## src/rtl/l1d_port_arbiter.sv

```systemverilog
// l1d_port_arbiter
//   Shares the single L1-D cache port between loads from the Load/Store stage and
//   retired-store drains from the store-buffer head.
//   - Loads that hit the store-buffer forwarding search complete without a cache access.
//   - Loads win by default.
//   - The store wins when the store buffer is near full, or when its head has waited
//     STARVE_LIMIT cycles.
//
// Ports
//   CLK, RST_N                    clock (rising edge), asynchronous active-low reset
//   flush                         speculative flush; drops an in-flight or new load
//   ld_req, ld_addr               load request from the LS stage
//   ld_ready                      load accepted this cycle (combinational)
//   ld_valid, ld_data             load result (registered 1-cycle pulse)
//   sb_search_addr                address for the SB forwarding search (= ld_addr)
//   sb_match, sb_match_data       SB forwarding hit and its data
//   sb_head_valid/addr/data       retired store at the SB head
//   sb_stall                      SB near full
//   sb_pop_head                   pop the SB head (combinational, on store completion)
//   dc_req/we/addr/wdata          registered cache request
//   dc_ack, dc_rdata              cache completion and read data

module l1d_port_arbiter #(
    parameter int STARVE_LIMIT = 8,
    parameter int CNT_W        = 4
) (
    input  logic        CLK,
    input  logic        RST_N,
    input  logic        flush,
    input  logic        ld_req,
    input  logic [15:0] ld_addr,
    output logic        ld_ready,
    output logic        ld_valid,
    output logic [15:0] ld_data,
    output logic [15:0] sb_search_addr,
    input  logic        sb_match,
    input  logic [15:0] sb_match_data,
    input  logic        sb_head_valid,
    input  logic [15:0] sb_head_addr,
    input  logic [15:0] sb_head_data,
    input  logic        sb_stall,
    output logic        sb_pop_head,
    output logic        dc_req,
    output logic        dc_we,
    output logic [15:0] dc_addr,
    output logic [15:0] dc_wdata,
    input  logic        dc_ack,
    input  logic [15:0] dc_rdata
);

    localparam logic [1:0] ST_IDLE  = 2'd0;
    localparam logic [1:0] ST_LOAD  = 2'd1;
    localparam logic [1:0] ST_STORE = 2'd2;

    localparam logic [CNT_W-1:0] STARVE_MAX = CNT_W'(STARVE_LIMIT);

    logic [1:0]       state;
    logic [CNT_W-1:0] starve_cnt;
    logic             drop;

    logic             store_urgent;
    logic             load_grant;
    logic             store_grant;
    logic             in_idle;

    assign sb_search_addr = ld_addr;

    assign in_idle      = (state == ST_IDLE);
    assign store_urgent = sb_head_valid & (sb_stall | (starve_cnt >= STARVE_MAX));

    // RST_N gating keeps the combinational handshakes quiet while reset is held,
    // even though ld_req may already be asserted by upstream logic.
    assign load_grant  = RST_N & in_idle & ~flush & ld_req & ~store_urgent;
    assign store_grant = in_idle & ~flush & ~(ld_req & ~store_urgent) & sb_head_valid;

    assign ld_ready    = load_grant;
    assign sb_pop_head = RST_N & (state == ST_STORE) & dc_ack;

    // Stage boundary: grant decision -> registered cache request / load result
    always_ff @(posedge CLK or negedge RST_N) begin
        if (!RST_N) begin
            state      <= ST_IDLE;
            starve_cnt <= '0;
            drop       <= 1'b0;
            dc_req     <= 1'b0;
            dc_we      <= 1'b0;
            dc_addr    <= '0;
            dc_wdata   <= '0;
            ld_valid   <= 1'b0;
            ld_data    <= '0;
        end else begin
            ld_valid <= 1'b0;

            case (state)
                ST_IDLE: begin
                    if (load_grant) begin
                        if (sb_match) begin
                            ld_valid <= 1'b1;
                            ld_data  <= sb_match_data;
                        end else begin
                            dc_addr <= ld_addr;
                            dc_we   <= 1'b0;
                            dc_req  <= 1'b1;
                            state   <= ST_LOAD;
                        end
                    end else if (store_grant) begin
                        dc_addr  <= sb_head_addr;
                        dc_wdata <= sb_head_data;
                        dc_we    <= 1'b1;
                        dc_req   <= 1'b1;
                        state    <= ST_STORE;
                    end
                end

                ST_LOAD: begin
                    // The cache access cannot be recalled, so a flush only marks the
                    // result for discard; a flush coinciding with the ack also discards.
                    if (flush) begin
                        drop <= 1'b1;
                    end
                    if (dc_ack) begin
                        dc_req <= 1'b0;
                        state  <= ST_IDLE;
                        drop   <= 1'b0;
                        if (!drop && !flush) begin
                            ld_valid <= 1'b1;
                            ld_data  <= dc_rdata;
                        end
                    end
                end

                ST_STORE: begin
                    // Retired stores are non-speculative: flush has no effect here.
                    if (dc_ack) begin
                        dc_req <= 1'b0;
                        state  <= ST_IDLE;
                    end
                end

                default: begin
                    dc_req <= 1'b0;
                    state  <= ST_IDLE;
                end
            endcase

            // Head wait time: held while the head is being written, restarted when
            // the head is granted or absent.
            if (!sb_head_valid || store_grant) begin
                starve_cnt <= '0;
            end else if (state != ST_STORE && starve_cnt < STARVE_MAX) begin
                starve_cnt <= starve_cnt + CNT_W'(1);
            end
        end
    end

endmodule
```

## config.mk

```make
export PLATFORM = sky130hd
export DESIGN_NAME = l1d_port_arbiter
export DESIGN_NICKNAME = d
export VERILOG_FILES = /design/src/rtl/l1d_port_arbiter.sv
export SDC_FILE = /design/constraint.sdc
export NUM_CORES = 1
export LEC_CHECK = 0
export BUFFER_PORTS_ARGS = -buffer_cell sky130_fd_sc_hd__clkbuf_2
export CORE_MARGIN = 5
export CORE_UTILIZATION = 45
export CTS_CLUSTER_SIZE = 28
export DETAILED_ROUTE_END_ITERATION = 10
export PLACE_DENSITY = 0.91
export SETUP_SLACK_MARGIN = 0.5
export SYNTH_ARGS = -nofsm -noshare
export SYNTH_HDL_FRONTEND = slang
export SYNTH_SLANG_ARGS = --single-unit
```

## constraint.sdc

```tcl
create_clock -name CLK -period 2.2 [get_ports CLK]
set_clock_uncertainty 0.1 [all_clocks]
set_input_delay 0.11 -clock CLK [delete_from_list [all_inputs] [get_ports CLK]]
set_output_delay 0.11 -clock CLK [all_outputs]
set_load 0.005 [all_outputs]
```

==> summary by stage <==
Outcome
The run finished with clean final reports.

Floorplanning
The die extent in y is 90.0 um. The die covers 8100 sq um. The horizontal die dimension is 90.0 um.

The initialized floorplan defines 29 standard-cell rows. The count of pins on the block boundary is 157. Once the floorplan was initialized, standard cells occupied 45.9% of the core. The total area inside the core boundary comes to 6280 sq um.

Clock tree
The clock sink total is 58. The number of CTS-inserted buffers is 9. TritonCTS built the clock tree. The root buffer selected by CTS is sky130_fd_sc_hd__clkbuf_8. The clock latency of the later-clocked register in the worst-skew pair is 0.34 ns. After clock tree synthesis, the clock-pin slew on the worst setup and hold paths is 0.07 ns. In this run the number of H-tree levels came out at 3.

The clock passes through at most 2 buffers.

Final layout
In the final design database the tool counted 587 nets. The area overhead of the layout relative to synthesis is 77.9%. In the final layout, the share of cells above drive strength 1 is 52.7%.

STA
The tightest slew margin relative to the limit is 37.3%. Setup repair after global routing could not meet its margin everywhere. In the finished design, the share of the clock period the worst path needs comes to 82.0%. At the pin with the least slew margin, the transition time is 0.937 ns. Counting I/O delays and the setup requirement, the final critical path takes 1.80 ns. The timing-limited maximum frequency is 0.555 GHz. The number of pins exceeding their max-slew limit in the final report is 0. The final setup violation count is 0. Across all setup checks in the final design, the least slack found is 0.397 ns.

The number of endpoints with negative hold slack in the final report is 0. The final setup TNS is 0 ns.

Worst setup path
The start-to-end type of the worst setup path is flop to primary output. The nature of the critical path endpoint is a primary output. The number of buffers and inverters on the critical path is 2. Data on the critical path is required at its endpoint by 1.99 ns. Of all nets on the critical path, the largest fanout is 4. Grouping stages by cell kind, the critical path spends the most delay in simple AND/OR/NAND/NOR gates. The slowest cell on the critical path is sky130_fd_sc_hd__dfrtp_1. On the worst path, the slowest cell contributes a delay of 0.40 ns.

Walking the worst path, the cells encountered are inv_2 > ha_4 > nand4b_1 > nor2_2 > buf_2. The startpoint kind of the worst setup timing path is a flop. Data on the critical path arrives at its endpoint at 1.59 ns.

GRT
The first global-routing pass estimated 15400 um of wire. The number of global-route vias before repair was 3204. The total global routing track utilization is 23.2%. The pin count of the biggest net entering global routing is 39. For this run the aggregate overflow at the end of global routing stands at 0. The initial antenna violation count came to 1.

Detailed routing
The sum of routed wire length over all layers is 10700 um. The detail route stage leaves a number of antenna-violating nets equal to 0. The number of vias per cell is 5.10.

The detailed-route wire length per cell is 18.6 um. The initial detailed-routing violation count is 99. Across all layers, the routed design uses 2942 vias.

The pre-antenna-repair detailed-routing pass consisted of 4 iterations. The DRC violations left is 0.

Synth
The post-synthesis sequential element count is 58. The number of synthesized flops with an enable pin is 0. The cell count after synthesis came out at 254.

By count the netlist is led by sky130_fd_sc_hd__dfrtp_1, sky130_fd_sc_hd__a21oi_1, sky130_fd_sc_hd__mux2i_1, sky130_fd_sc_hd__nor2_1, sky130_fd_sc_hd__buf_4. The most common cell in the netlist is sky130_fd_sc_hd__dfrtp_1. The count of different cell masters after synthesis is 33. After synthesis, the share of flip-flops with an asynchronous set or reset is 100%. Of the synthesized area, sequential elements account for 50.4%. The most used flip-flop cell after synthesis is sky130_fd_sc_hd__dfrtp_1. The number of nets in the synthesized netlist is 347.

The post-synthesis instance area is 2880 sq um. Sorting the synthesized cells by area gives the leading types as sky130_fd_sc_hd__dfrtp_1, sky130_fd_sc_hd__mux2i_1, sky130_fd_sc_hd__a21oi_1, sky130_fd_sc_hd__mux2_2, sky130_fd_sc_hd__buf_4. The dominant cell type by area after synthesis is sky130_fd_sc_hd__dfrtp_1. The area share of the leading cell type in the synthesized netlist is 50.4%.

During synthesis, Yosys emitted a total of 0 warnings. The mean area per synthesized cell is 11.3 sq um.

Min path
In this run the worst hold path is classified as primary input to flop.

Place
The count of port buffers added during placement is 156. Detailed placement ended at an HPWL of 5550 um. Timing analysis after detailed placement gives a worst setup slack of 0.296 ns. The weighted congestion reported at the end of routability-driven placement is 0.779.

Job
The count of maximum capacitance violations is 0.

Power and ir drop
The worst-case IR drop observed on VDD is 0.000652 V. The cell leakage power is 2.49 nW. Power spread over the standard cell area amounts to 1060 nW/um^2. The total power consumption of the routed design is 5.43 mW.
[state kept, by name (all words and copies together), names as in the netlist]
signal      flops
dc_addr        16
dc_wdata       16
ld_data        16
state           2
dc_req          1
ld_valid        1
starve_cnt      4
dc_we           1
drop            1
[area by class of cell]
| cell class | instances | area, sq um |
|---|---|---|
| Tap cell | 77 | 96.3 |
| Multi-Input combinational cell | 161 | 1430 |
| Fill cell | 354 | 1150 |
| Timing Repair Buffer | 257 | 1870 |
| Inverter | 7 | 26.3 |
| Sequential cell | 58 | 1450 |
| Antenna cell | 1 | 2.50 |
| Clock inverter | 4 | 97.6 |
| Clock buffer | 12 | 155 |
[worst min-delay path, delay by kind of cell]
family	cells	cell delay, ns
AOI/OAI and AO/OA	1	0.13
buffers and inverters	1	0.10
muxes	1	0.07
[layer usage]
| metal | part of all wire [%] | GRT usage (%) | vias to the layer above |
|---|---|---|---|
| met1 | 36 | 23.6 | 1419 |
| met4 | 3.4 | 12.3 | 0 |
| li1 | - | - | 1364 |
| met2 | 56 | 43.0 | 124 |
| met5 | 0 | 0 | - |
| met3 | 5.4 | 5.84 | 35 |
[stage by stage]
stage / instances / utilization [%] / instance area, sq um / hold slack [ns]
after CTS: 563 / 74.5 / 4680 / 0.00113
after detailed placement: 468 / 57.9 / 3630 / 0.0528
final: 577 / 81.7 / 5130 / 0.00317
after global placement: 468 / 57.9 / 3630 / 0.0480
after floorplan: 254 / - / 2930 / -0.286
after global routing: 577 / 81.7 / 5130 / -0.00189
[path summary, 6_finish.rpt]
check	startpoint	to	slack [ns]	cells past startpoint
min in group asynchronous	RST_N	dc_wdata[15]	0.38	3
setup / recovery	state[1]	ld_ready	0.40	5
hold reg to reg	dc_wdata[14]	dc_wdata[14]	0.41	1
setup reg to reg	state[1]	dc_addr[3]	0.42	8
hold / removal	sb_head_addr[14]	dc_addr[14]	0.003	3
max in group asynchronous	RST_N	starve_cnt[3]	0.83	3
[placed cells by master, fill, tap and decap left out, types with 5 or more instances in the layout]
master / Yosys / layout
sky130_fd_sc_hd__nand2_1: 5 / 5
sky130_fd_sc_hd__dfrtp_1: 58 / 57
sky130_fd_sc_hd__clkbuf_16: 0 / 5
sky130_fd_sc_hd__buf_4: 18 / 14
sky130_fd_sc_hd__mux2_4: 0 / 16
sky130_fd_sc_hd__clkbuf_2: 0 / 155
sky130_fd_sc_hd__buf_6: 6 / 7
sky130_fd_sc_hd__nor2_1: 21 / 6
sky130_fd_sc_hd__a21oi_2: 1 / 18
sky130_fd_sc_hd__nor2_4: 0 / 12
sky130_fd_sc_hd__mux2i_1: 32 / 31
sky130_fd_sc_hd__dlygate4sd3_1: 0 / 72
sky130_fd_sc_hd__o21ai_0: 5 / 5
sky130_fd_sc_hd__clkbuf_8: 0 / 11
sky130_fd_sc_hd__a21oi_1: 52 / 35
sky130_fd_sc_hd__inv_1: 7 / 5
[cells by family (layout without fill, tap and decap cells)]
| group | after synthesis | in the layout | share of synthesized area, % |
|---|---|---|---|
| flip-flops | 58 | 58 | 50.4 |
| buffers and inverters | 35 | 280 | 8.99 |
| adder cells (fa/ha/maj) | 5 | 5 | 2.17 |
| AO/OA/AOI/OAI | 64 | 64 | 12.7 |
| XOR/XNOR | 2 | 2 | 0.608 |
| multiplexers | 48 | 48 | 17.4 |
| AND/OR/NAND/NOR | 42 | 42 | 7.82 |
| other | 0 | 1 | 0 |
[power by group]
part           internal [mW]  total [mW]  leakage [nW]  switching (mW)
Clock                  0.815        1.25         0.123           0.435
Combinational           1.24        2.25          1.70            1.01
Sequential              1.55        1.93         0.669           0.377
[what timing repair did]
action | CTS | global route
cloned | 0 | 7
hold buffers | 72 | 0
setup endpoints to repair | 34 | 51
hold endpoints to repair | 105 | 0
pin swaps | 3 | 5
resized for setup | 5 | 74
buffers inserted | 7 | 6
No activity file was read; power rests on OpenSTA's default activity.
